===== src/rtl/pipe_sel_mux_if.sv =====
`default_nettype none
// ============================================================================
// Module   : pipe_sel_mux_if
// Brief    : Handshake/data bundle for the pipe_sel_mux operand-select stage.
// Revision : 1.0  initial release
// ============================================================================
interface pipe_sel_mux_if #(
    parameter int WIDTH  = 32,
    parameter int NUM_IN = 4
);
    logic [WIDTH*NUM_IN-1:0] in_bus;
    logic [NUM_IN-2:0]       sel;
    logic                    in_valid;
    logic                    in_ready;
    logic                    flush;
    logic [WIDTH-1:0]        out_data;
    logic                    out_valid;
    logic                    out_ready;
    logic                    out_sel_err;
    logic                    err_clr;
    logic [7:0]              err_cnt;

    // Upstream/downstream environment around the stage
    modport master (
        output in_bus, sel, in_valid, flush, out_ready, err_clr,
        input  in_ready, out_data, out_valid, out_sel_err, err_cnt
    );

    // The select stage itself
    modport slave (
        input  in_bus, sel, in_valid, flush, out_ready, err_clr,
        output in_ready, out_data, out_valid, out_sel_err, err_cnt
    );
endinterface
`default_nettype wire


===== src/rtl/pipe_sel_mux.sv =====
`default_nettype none
// ============================================================================
// Module   : pipe_sel_mux
// Brief    : Registered one-hot operand select with valid/ready, flush and
//            illegal-select tagging. Define SEL_ERR_CNT_EN for the counter.
// Revision : 1.0  initial release
// ============================================================================
module pipe_sel_mux #(
    parameter int WIDTH  = 32,
    parameter int NUM_IN = 4
) (
    input  wire logic       clk,
    input  wire logic       rst,
    pipe_sel_mux_if.slave   bus
);
    localparam int         c_SEL_W   = NUM_IN - 1;
    localparam logic [7:0] c_CNT_MAX = 8'hFF;

    logic [WIDTH-1:0] w_sel_data;
    logic             w_sel_illegal;
    logic             w_in_ready;
    logic             w_acc;

    logic             out_valid_q,   out_valid_d;
    logic [WIDTH-1:0] out_data_q,    out_data_d;
    logic             out_sel_err_q, out_sel_err_d;

    // Illegal codes (two or more bits set) fall back to input 0.
    always_comb begin
        w_sel_data    = bus.in_bus[WIDTH-1:0];
        w_sel_illegal = !$onehot0(bus.sel);
        if (!w_sel_illegal) begin
            for (int j = 0; j < c_SEL_W; j++) begin
                if (bus.sel[j]) begin
                    w_sel_data = bus.in_bus[(j+1)*WIDTH +: WIDTH];
                end
            end
        end
    end

    assign w_in_ready = !out_valid_q || bus.out_ready;
    assign w_acc      = bus.in_valid && w_in_ready && !bus.flush;

    always_comb begin
        out_valid_d   = out_valid_q;
        out_data_d    = out_data_q;
        out_sel_err_d = out_sel_err_q;
        if (bus.flush) begin
            out_valid_d   = 1'b0;
            out_sel_err_d = 1'b0;
        end else if (w_acc) begin
            out_valid_d   = 1'b1;
            out_data_d    = w_sel_data;
            out_sel_err_d = w_sel_illegal;
        end else if (out_valid_q && bus.out_ready) begin
            out_valid_d   = 1'b0;
        end
    end

    always_ff @(posedge clk) begin
        if (rst) begin
            out_valid_q   <= 1'b0;
            out_data_q    <= '0;
            out_sel_err_q <= 1'b0;
        end else begin
            out_valid_q   <= out_valid_d;
            out_data_q    <= out_data_d;
            out_sel_err_q <= out_sel_err_d;
        end
    end

`ifdef SEL_ERR_CNT_EN
    logic [7:0] err_cnt_q, err_cnt_d;

    // A clear that coincides with an illegal accept leaves that beat counted.
    always_comb begin
        err_cnt_d = err_cnt_q;
        if (bus.err_clr) begin
            err_cnt_d = (w_acc && w_sel_illegal) ? 8'd1 : 8'd0;
        end else if (w_acc && w_sel_illegal && (err_cnt_q != c_CNT_MAX)) begin
            err_cnt_d = err_cnt_q + 8'd1;
        end
    end

    always_ff @(posedge clk) begin
        if (rst) begin
            err_cnt_q <= 8'd0;
        end else begin
            err_cnt_q <= err_cnt_d;
        end
    end

    assign bus.err_cnt = err_cnt_q;
`else
    logic unused_err_clr;
    assign unused_err_clr = bus.err_clr;
    assign bus.err_cnt    = 8'd0;
`endif

    assign bus.in_ready    = w_in_ready;
    assign bus.out_valid   = out_valid_q;
    assign bus.out_data    = out_data_q;
    assign bus.out_sel_err = out_sel_err_q;

endmodule
`default_nettype wire


===== src/flat_wrapper.sv =====
// flat-port wrapper written by rule: the top's interface ports become plain ports
module pipe_sel_mux_flat 
#(
    parameter int WIDTH  = 32,
    parameter int NUM_IN = 4
)
  (clk, rst, bus_in_bus, bus_sel, bus_in_valid, bus_flush, bus_out_ready, bus_err_clr, bus_in_ready, bus_out_data, bus_out_valid, bus_out_sel_err, bus_err_cnt);
  pipe_sel_mux_if #(.WIDTH(WIDTH), .NUM_IN(NUM_IN)) bus_i ();
  input  wire logic clk;
  input  wire logic rst;
  input wire logic [$bits(bus_i.in_bus)-1:0] bus_in_bus;
  input wire logic [$bits(bus_i.sel)-1:0] bus_sel;
  input wire logic [$bits(bus_i.in_valid)-1:0] bus_in_valid;
  input wire logic [$bits(bus_i.flush)-1:0] bus_flush;
  input wire logic [$bits(bus_i.out_ready)-1:0] bus_out_ready;
  input wire logic [$bits(bus_i.err_clr)-1:0] bus_err_clr;
  output wire logic [$bits(bus_i.in_ready)-1:0] bus_in_ready;
  output wire logic [$bits(bus_i.out_data)-1:0] bus_out_data;
  output wire logic [$bits(bus_i.out_valid)-1:0] bus_out_valid;
  output wire logic [$bits(bus_i.out_sel_err)-1:0] bus_out_sel_err;
  output wire logic [$bits(bus_i.err_cnt)-1:0] bus_err_cnt;
  assign bus_i.in_bus = bus_in_bus;
  assign bus_i.sel = bus_sel;
  assign bus_i.in_valid = bus_in_valid;
  assign bus_i.flush = bus_flush;
  assign bus_i.out_ready = bus_out_ready;
  assign bus_i.err_clr = bus_err_clr;
  assign bus_in_ready = bus_i.in_ready;
  assign bus_out_data = bus_i.out_data;
  assign bus_out_valid = bus_i.out_valid;
  assign bus_out_sel_err = bus_i.out_sel_err;
  assign bus_err_cnt = bus_i.err_cnt;
  pipe_sel_mux #(.WIDTH(WIDTH), .NUM_IN(NUM_IN)) u_core (.clk(clk), .rst(rst), .bus(bus_i));
endmodule

===== config.mk =====
export PLATFORM = sky130hd
export DESIGN_NAME = pipe_sel_mux_flat
export DESIGN_NICKNAME = d
export VERILOG_FILES = /design/src/rtl/pipe_sel_mux_if.sv /design/src/rtl/pipe_sel_mux.sv /design/src/flat_wrapper.sv
export SDC_FILE = /design/constraint.sdc
export NUM_CORES = 1
export LEC_CHECK = 0
export CORE_UTILIZATION = 25
export DETAILED_ROUTE_END_ITERATION = 7
export PLACE_DENSITY = 0.64
export SLEW_MARGIN = 20
export SYNTH_ARGS = -nofsm -noshare
export SYNTH_HDL_FRONTEND = slang
export SYNTH_SLANG_ARGS = --single-unit

===== constraint.sdc =====
create_clock -name clk -period 2.2 [get_ports clk]
set_input_delay 0.55 -clock clk [delete_from_list [all_inputs] [get_ports clk]]
set_output_delay 0.55 -clock clk [all_outputs]
set_load 0.03 [all_outputs]

# == Yosys cells after proc, flatten, opt, wreduce, memory -nomap -nowiden ==
# Index checks and enable logic that the tools add are counted.
# classes
n_bitwise,1
order_cmp,1
add_sub_neg,2
n_reduce_logical,10
mux,6
# ops
cell,n
2-to-1 mux 32 bit,4
logical AND 1 bit,3
zero test 1 bit,3
adder 1 x 1 -> 2 bit,1
adder 2 x 1 -> 2 bit,1
"<= comparator 2 x 1 -> 1 bit, second input constant",1
2-to-1 mux 1 bit,2
AND reduction 2 bit,1
nonzero test 2 bit,1
OR reduction 2 bit,1
logical OR 1 bit,1
inverter 1 bit,1
# word_totals
word_cells,23
regBits,34
out_inout_bits,43
in_bits,137

# == Longest topological paths before layout ==
# Gate-level depths: netlist (run 1).
# logic_depth
word_depth,5
ltp_mapped,7
ltp_nobuf,4

# == Worst setup path before layout (run 1) ==
# OpenSTA, ideal clock, no wires.
# synth_path
path_kind,input -> register
startpoint,in bus_sel[0]
endpoint,reg u_core.out_data_q[10] (netlist: u_core.bus.out_data[10])
required_ps,2048
path_slack_ps,449
setup_time_ps,152
n_path_buf,1
arrival_ps,1599
cell_stages,5
cell_sequence,ha_1 > a21o_1 > buf_2 > a211oi_1 > a221oi_2
# synth_via
elab_chain_cells,4
# synth_lines
item,line,source
from (decl),flat_wrapper.sv:12,input wire logic [$bits(bus_i.sel)-1:0] bus_sel;
adder 1 x 1 -> 2 bit (not written as such) / 2-to-1 mux 32 bit (equally long branches),"pipe_sel_mux.sv:31, pipe_sel_mux.sv:34",
adder 2 x 1 -> 2 bit (not written as such) / 2-to-1 mux 32 bit (equally long branches),"pipe_sel_mux.sv:31, pipe_sel_mux.sv:34",
<= comparator 2 x 1 -> 1 bit (not written as such) / 2-to-1 mux 32 bit (equally long branches),"pipe_sel_mux.sv:31, pipe_sel_mux.sv:34",
2-to-1 mux 32 bit (*),pipe_sel_mux.sv:32,if (!w_sel_illegal) begin
to (signal assigned),pipe_sel_mux.sv:67,out_data_q <= out_data_d;
to (decl),pipe_sel_mux.sv:25,"logic [WIDTH-1:0] out_data_q, out_data_d;"
# Mark *: on every way between the ends. The rest lies on a longest branch, timed or not.
# A chain may end at the register's enable or synchronous reset.

# == Worst setup path in the final report (run 1) ==
# layout_path
startpoint,in bus_out_ready
endpoint,out bus_in_ready
# layout_via
elab_chain_cells,1
# layout_lines
item,line,source
from (decl),flat_wrapper.sv:15,input wire logic [$bits(bus_i.out_ready)-1:0] bus_out_ready;
logical OR 1 bit,pipe_sel_mux.sv:41,assign w_in_ready = !out_valid_q || bus.out_ready;
to (decl),flat_wrapper.sv:17,output wire logic [$bits(bus_i.in_ready)-1:0] bus_in_ready;
# No other way between the ends.

==> results.yml, run 1 <==
run_status:
  run_status: "complete, but fails checks"
  failing_checks: "design-rule violations"
clocking:
  clock_sinks: 34
  cts_tree: "done"
  ctsHoldBuffers: 0
  clk_path_buf_depth: 2
  cts_buffers: 5
  clock_tree.root_cell: "sky130_fd_sc_hd__clkbuf_16"
  cts_max_level: 2
  post_cts_resize_count: 0
  postCtsSetupRepairBufs: 0
  path_clk_slew_ns: 0.05
  worst_skew_pair.late_latency_ns: 0.27
worst_hold_path:
  worst_hold_path.num_cells: 2
  timing.hold.worst.start: "u_core.bus.out_data[14]"
  min-delay-path-class: "reg2reg"
  min_delay_worst_endpoint: "u_core.bus.out_data[14]"
sta:
  time_the_final_worst_path_needs_with_i_o_delays_and_setup_ns: 1.94
  clock-skew-final_ns: 0.00203
  final_hold_violation_count: 0
  fmax_ghz: 0.516
  fin_crit_sh_pct: 88.1
  final-setup-viol-count: 0
  grt_setup_unrepaired: "no"
  worstMarginPinSlew_ns: 0.573
  final_max_slew_viol_count: 0
  maxSlewHeadroom_pct: 61.8
  final.setup.tns_ns: 0
  timing.hold.ws_ns: 0.459
floorplanning:
  core_um2: 11600
  top_level_ports: 180
  die_height_um: 112
  effective_utilization_at_floorplan_pct: 26.1
  die_extent_in_x_um: 112
  die-area_um2: 12500
  row_count: 39
power:
  worst_ir_drop_vdd_uv: 248
  p_leak_nw: 1.69
  power_density_nw_per_um2: 451
synthesis:
  post_synth_instance_area_um2: 3030
  syn_inst: 320
  yosys_warnings: 0
  yosys_register_bits: 34
  synthesis.area_per_instance_um2: 9.45
  ys_seq_area_share_pct: 22.5
  post_synth_num_cell_types: 28
setup_path:
  regToRegEndpoint: "u_core.bus.out_data[15]"
  worst_path_largest_cell_delay_ns: 0.44
  worst-path-max-fanout: 3
  ff2ff_path_depth: 5
  worstSetupEndpointType: "output port"
  cp-start-kind: "input pin"
  r2r_setup_slack_ns: 0.92
  critical_path.reg2reg.startpoint: "u_core.bus.out_valid"
  slowest_stage: "sky130_fd_sc_hd__clkdlybuf4s50_1"
  criticalPathCategory: "in2out"
  path_cells: "clkdlybuf4s50_1 > nor2b_4 > inv_2 > buf_4"
  worst_ep_required_time_ns: 1.65
  crit_arrival_ns: 1.39
global_routing:
  grt_first_pass_wirelength_um: 16500
  grt_use_total_pct: 16.3
  grt_pass1_vias: 3256
  grt-ovfl-total: 0
  pin_count_of_the_biggest_net_entering_global_routing: 66
  antenna_found_initial: 0
drt:
  drt.antenna.violating_nets: 0
  via_total_after_detailed_routing: 3086
  route.final.wire_length_um: 10200
  drtIter0Drc: 129
  route.detailed.vias_per_inst: 4.98
  router_iterations_before_antenna_repair: 6
  post-route-drc-count: 12
  route.detailed.wl_per_inst_um: 16.4
run:
  cap_violations: 0
final_layout:
  most-common-layout-cells: "sky130_fd_sc_hd__clkdlybuf4s50_1, sky130_fd_sc_hd__dfxtp_1, sky130_fd_sc_hd__inv_1"
  area_delta_synth_final_pct: 65.1
  layout-drive-gt1-share_pct: 21.2
  layout_commonest_cell: "sky130_fd_sc_hd__clkdlybuf4s50_1"
  antenna_cells: 0
  nNetsFinal: 615
  layout.cells.non_filler: 620
  final.fill_count: 1177
place:
  total_of_buffers_placed_on_input_and_output_ports: 170
  place.gp.congestion: 0.713
  placed_cells: 613
  dp_hpwl_um: 7810
-- how the worst max path moves through the flow --
stage	start	end	slack [ns]	cells after the start
2_1_floorplan	bus_sel[0]	u_core.bus.out_data[10]	0.45	5
3_3_place_gp	bus_sel[1]	u_core.bus.out_data[22]	0.03	6
3_5_place_dp	bus_sel[1]	u_core.bus.out_data[24]	-0.03	6
4_1_cts	bus_sel[1]	u_core.bus.out_data[15]	0.24	6
5_1_grt	bus_sel[1]	u_core.bus.out_data[24]	0.12	6
6_report	bus_out_ready	bus_in_ready	0.26	4
-- logic make-up after synthesis --
family                   after synthesis  synth area share (%)
adder cells (fa/ha/maj)                1                 0.413
flip-flops                            34                  22.5
other                                  1                 0.124
AND/OR/NAND/NOR                       71                  17.7
buffers and inverters                 82                  13.7
AO/OA/AOI/OAI                         99                  33.7
multiplexers                          32                  11.9
-- metrics by stage --
step                util [%]  area [µm²]  setup slack (ns)  power [mW]
finish                  43.0        5000             0.261        2.25
global route            43.0        5000             0.116        2.37
CTS                     43.0        5000             0.240        2.29
detailed placement      41.9        4860           -0.0342        1.61
global placement        41.9        4860            0.0324        1.60
floorplan                  -        3050             0.449        1.19
-- routing by layer --
metal	GRT usage (%)	share of wire (%)	up-vias	wire, µm
met5	0	0	-	0
met4	4.27	1.0	0	104
met3	3.70	6.8	9	696
met2	29.6	49	113	4990
met1	19.3	43	1442	4380
li1	-	-	1522	-
-- cells in the mapped netlist --
library cell / instances / share of area [%]
sky130_fd_sc_hd__a21o_1: 1 / 0.25
sky130_fd_sc_hd__a221oi_2: 30 / 15
sky130_fd_sc_hd__mux2_1: 7 / 2.6
sky130_fd_sc_hd__nor3_1: 2 / 0.33
sky130_fd_sc_hd__a211oi_1: 32 / 7.9
sky130_fd_sc_hd__buf_1: 1 / 0.12
sky130_fd_sc_hd__or3b_1: 22 / 6.4
sky130_fd_sc_hd__nand2b_1: 32 / 6.6
sky130_fd_sc_hd__buf_4: 15 / 3.7
sky130_fd_sc_hd__dfxtp_1: 34 / 22
sky130_fd_sc_hd__buf_2: 9 / 1.5
sky130_fd_sc_hd__or2_1: 1 / 0.21
sky130_fd_sc_hd__clkbuf_2: 1 / 0.17
sky130_fd_sc_hd__conb_1: 1 / 0.12
sky130_fd_sc_hd__mux2_2: 25 / 9.3
sky130_fd_sc_hd__a221oi_1: 2 / 0.58
sky130_fd_sc_hd__or3b_2: 10 / 2.9
sky130_fd_sc_hd__inv_2: 1 / 0.12
sky130_fd_sc_hd__nor2_1: 1 / 0.12
sky130_fd_sc_hd__nor2b_1: 1 / 0.21
sky130_fd_sc_hd__a21oi_2: 1 / 0.29
sky130_fd_sc_hd__o2111ai_1: 32 / 9.3
sky130_fd_sc_hd__nand2b_4: 2 / 0.91
sky130_fd_sc_hd__a2111oi_2: 1 / 0.50
sky130_fd_sc_hd__clkbuf_1: 17 / 2.1
sky130_fd_sc_hd__inv_1: 33 / 4.1
sky130_fd_sc_hd__ha_1: 1 / 0.41
sky130_fd_sc_hd__buf_6: 5 / 1.9
-- critical path: cells and delay by family --
| family | cells | cell delay [ns] |
|---|---|---|
| buffers and inverters | 3 | 0.68 |
| and+or+nand+nor | 1 | 0.16 |
-- cell type report --
type	count	area [µm²]	share of cell area, %
multi-input combinational	211	1970	39.5
sequential	34	681	13.6
timing repair buffer	191	1900	38.1
clock buffer	7	133	2.65
inverter	34	128	2.55
tap	143	179	3.58
-- where the power goes --
part           total [mW]  internal [mW]  switching [mW]
clock               0.659          0.414           0.245
combinational       0.910          0.492           0.418
sequential          0.683          0.662          0.0214
-- registers in the layout, indices dropped and copies added, names as in the netlist --
name                    cells
u_core.bus.out_data        32
u_core.bus.out_sel_err      1
u_core.bus.out_valid        1
Power figures use the tool's default switching activity.
==> run 2, diff against run 1 <==
Settings changed: RECOVER_POWER set to 50.
==> run 2 against run 1 <==
Against the previous run: the run still ends with design-rule violations left; power fell by 0.76%; sequential power is essentially flat; cell count unchanged; clock power about the same; worst hold slack got worse by 0.0027 ns; maximum frequency down 4.9%; global-route usage did not move; combinational power is 2% lower; highest routed layer unchanged.
==> results.yml, run 2 (synthesized netlist as in run 1, its figures left out) <==
drt:
  route.detailed.wl_per_inst_um: 16.5
  route.detailed.vias_per_inst: 5.00
  router_iterations_before_antenna_repair: 7
  via_total_after_detailed_routing: 3100
  route.final.wire_length_um: 10200
  post-route-drc-count: 12
  drt.antenna.violating_nets: 0
  drtIter0Drc: 138
final_layout:
  area_delta_synth_final_pct: 64.9
  layout_commonest_cell: "sky130_fd_sc_hd__clkdlybuf4s50_1"
  most-common-layout-cells: "sky130_fd_sc_hd__clkdlybuf4s50_1, sky130_fd_sc_hd__dfxtp_1, sky130_fd_sc_hd__inv_1"
  post-route-util_pct: 43.0
  largest_register_ffs: 32
  nNetsFinal: 615
  final_instance_area_um2: 4990
  antenna_cells: 0
  layout-drive-gt1-share_pct: 21.0
  final.fill_count: 1177
setup_path:
  criticalPathCategory: "in2out"
  r2r_setup_slack_ns: 0.79
  cp-start-kind: "input pin"
  crit_arrival_ns: 1.49
  worst-path-max-fanout: 3
  worst_ep_required_time_ns: 1.65
  worstSetupEndpointType: "output port"
clocking:
  cts_buffers: 5
  path_clk_slew_ns: 0.05
  clk_path_buf_depth: 2
  post_cts_resize_count: 0
  clock_tree.root_cell: "sky130_fd_sc_hd__clkbuf_16"
  cts_tree: "done"
  postCtsSetupRepairBufs: 0
  clock_sinks: 34
  cts_max_level: 2
  ctsHoldBuffers: 0
  worst_skew_pair.late_latency_ns: 0.27
sta:
  final_max_slew_viol_count: 0
  final-setup-viol-count: 0
  final_hold_violation_count: 0
  worstMarginPinSlew_ns: 0.590
  time_the_final_worst_path_needs_with_i_o_delays_and_setup_ns: 2.04
  worst_slack_ns: 0.162
  grt_setup_unrepaired: "no"
  final.setup.tns_ns: 0
  clock-skew-final_ns: 0.00321
  fin_crit_sh_pct: 92.6
  fmax_ghz: 0.491
  maxSlewHeadroom_pct: 60.7
global_routing:
  pin_count_of_the_biggest_net_entering_global_routing: 66
  grt-ovfl-total: 0
  grt_use_total_pct: 16.3
  antenna_found_initial: 0
  grt_pass1_vias: 3256
  grt_first_pass_wirelength_um: 16500
place:
  pre_cts_ws_ns: -0.0342
  dp_hpwl_um: 7810
  total_of_buffers_placed_on_input_and_output_ports: 170
  place.gp.congestion: 0.713
  placed_area_um2: 4860
floorplanning:
  row_count: 39
  die_height_um: 112
  top_level_ports: 180
  die-area_um2: 12500
  core_um2: 11600
  die_extent_in_x_um: 112
  effective_utilization_at_floorplan_pct: 26.1
power:
  p_leak_nw: 1.77
  worst_ir_drop_vdd_uv: 249
  power_density_nw_per_um2: 448
  power_mw: 2.23
worst_hold_path:
  min-delay-path-class: "reg2reg"
run_status:
  failing_checks: "design-rule violations"
  run_status: "complete, but fails checks"
run:
  cap_violations: 0
## run 2: where the power goes
part	leakage, nW	internal [mW]	total, mW	switching [mW]
clock network	0.0640	0.414	0.659	0.245
logic	1.43	0.477	0.895	0.418
registers	0.280	0.662	0.681	0.0193
total	1.77	1.55	2.23	0.683
## run 2: layout make-up
cell class                      count  area (µm²)  share of cell area (%)
Inverter                           34         128                    2.56
Timing Repair Buffer              191        1900                    38.2
Sequential cell                    34         681                    13.6
Multi-Input combinational cell    211        1960                    39.4
Clock buffer                        7         133                    2.66
Tap cell                          143         179                    3.59
## run 2: metal layers
metal	routed length (µm)	part of all wire, %	up-vias	track usage (%)
li1	-	-	1527	-
met1	4390	43	1445	19.3
met2	5000	49	119	29.6
met3	711	7.0	9	3.70
met4	104	1.0	0	4.27
met5	0	0	-	0
## run 2: critical path, cell delays in order
cell,delay (ns)
sky130_fd_sc_hd__clkdlybuf4s50_1,0.40
sky130_fd_sc_hd__nor2b_1,0.25
sky130_fd_sc_hd__inv_2,0.10
sky130_fd_sc_hd__buf_4,0.18
## run 2: metrics by stage
step | hold slack, ns | std cells
CTS | 0.461 | 620
detailed placement | 0.453 | 613
global placement | 0.448 | 613
global route | 0.475 | 620
floorplan | 0.592 | 327
finish | 0.457 | 620
## run 2: final timing paths
kind              cells after the start                      end                    start
setup / recovery                      4             bus_in_ready            bus_out_ready
hold / removal                        2  u_core.bus.out_data[29]  u_core.bus.out_data[29]
setup reg to reg                      5  u_core.bus.out_data[15]     u_core.bus.out_valid
hold reg to reg                       2  u_core.bus.out_data[29]  u_core.bus.out_data[29]
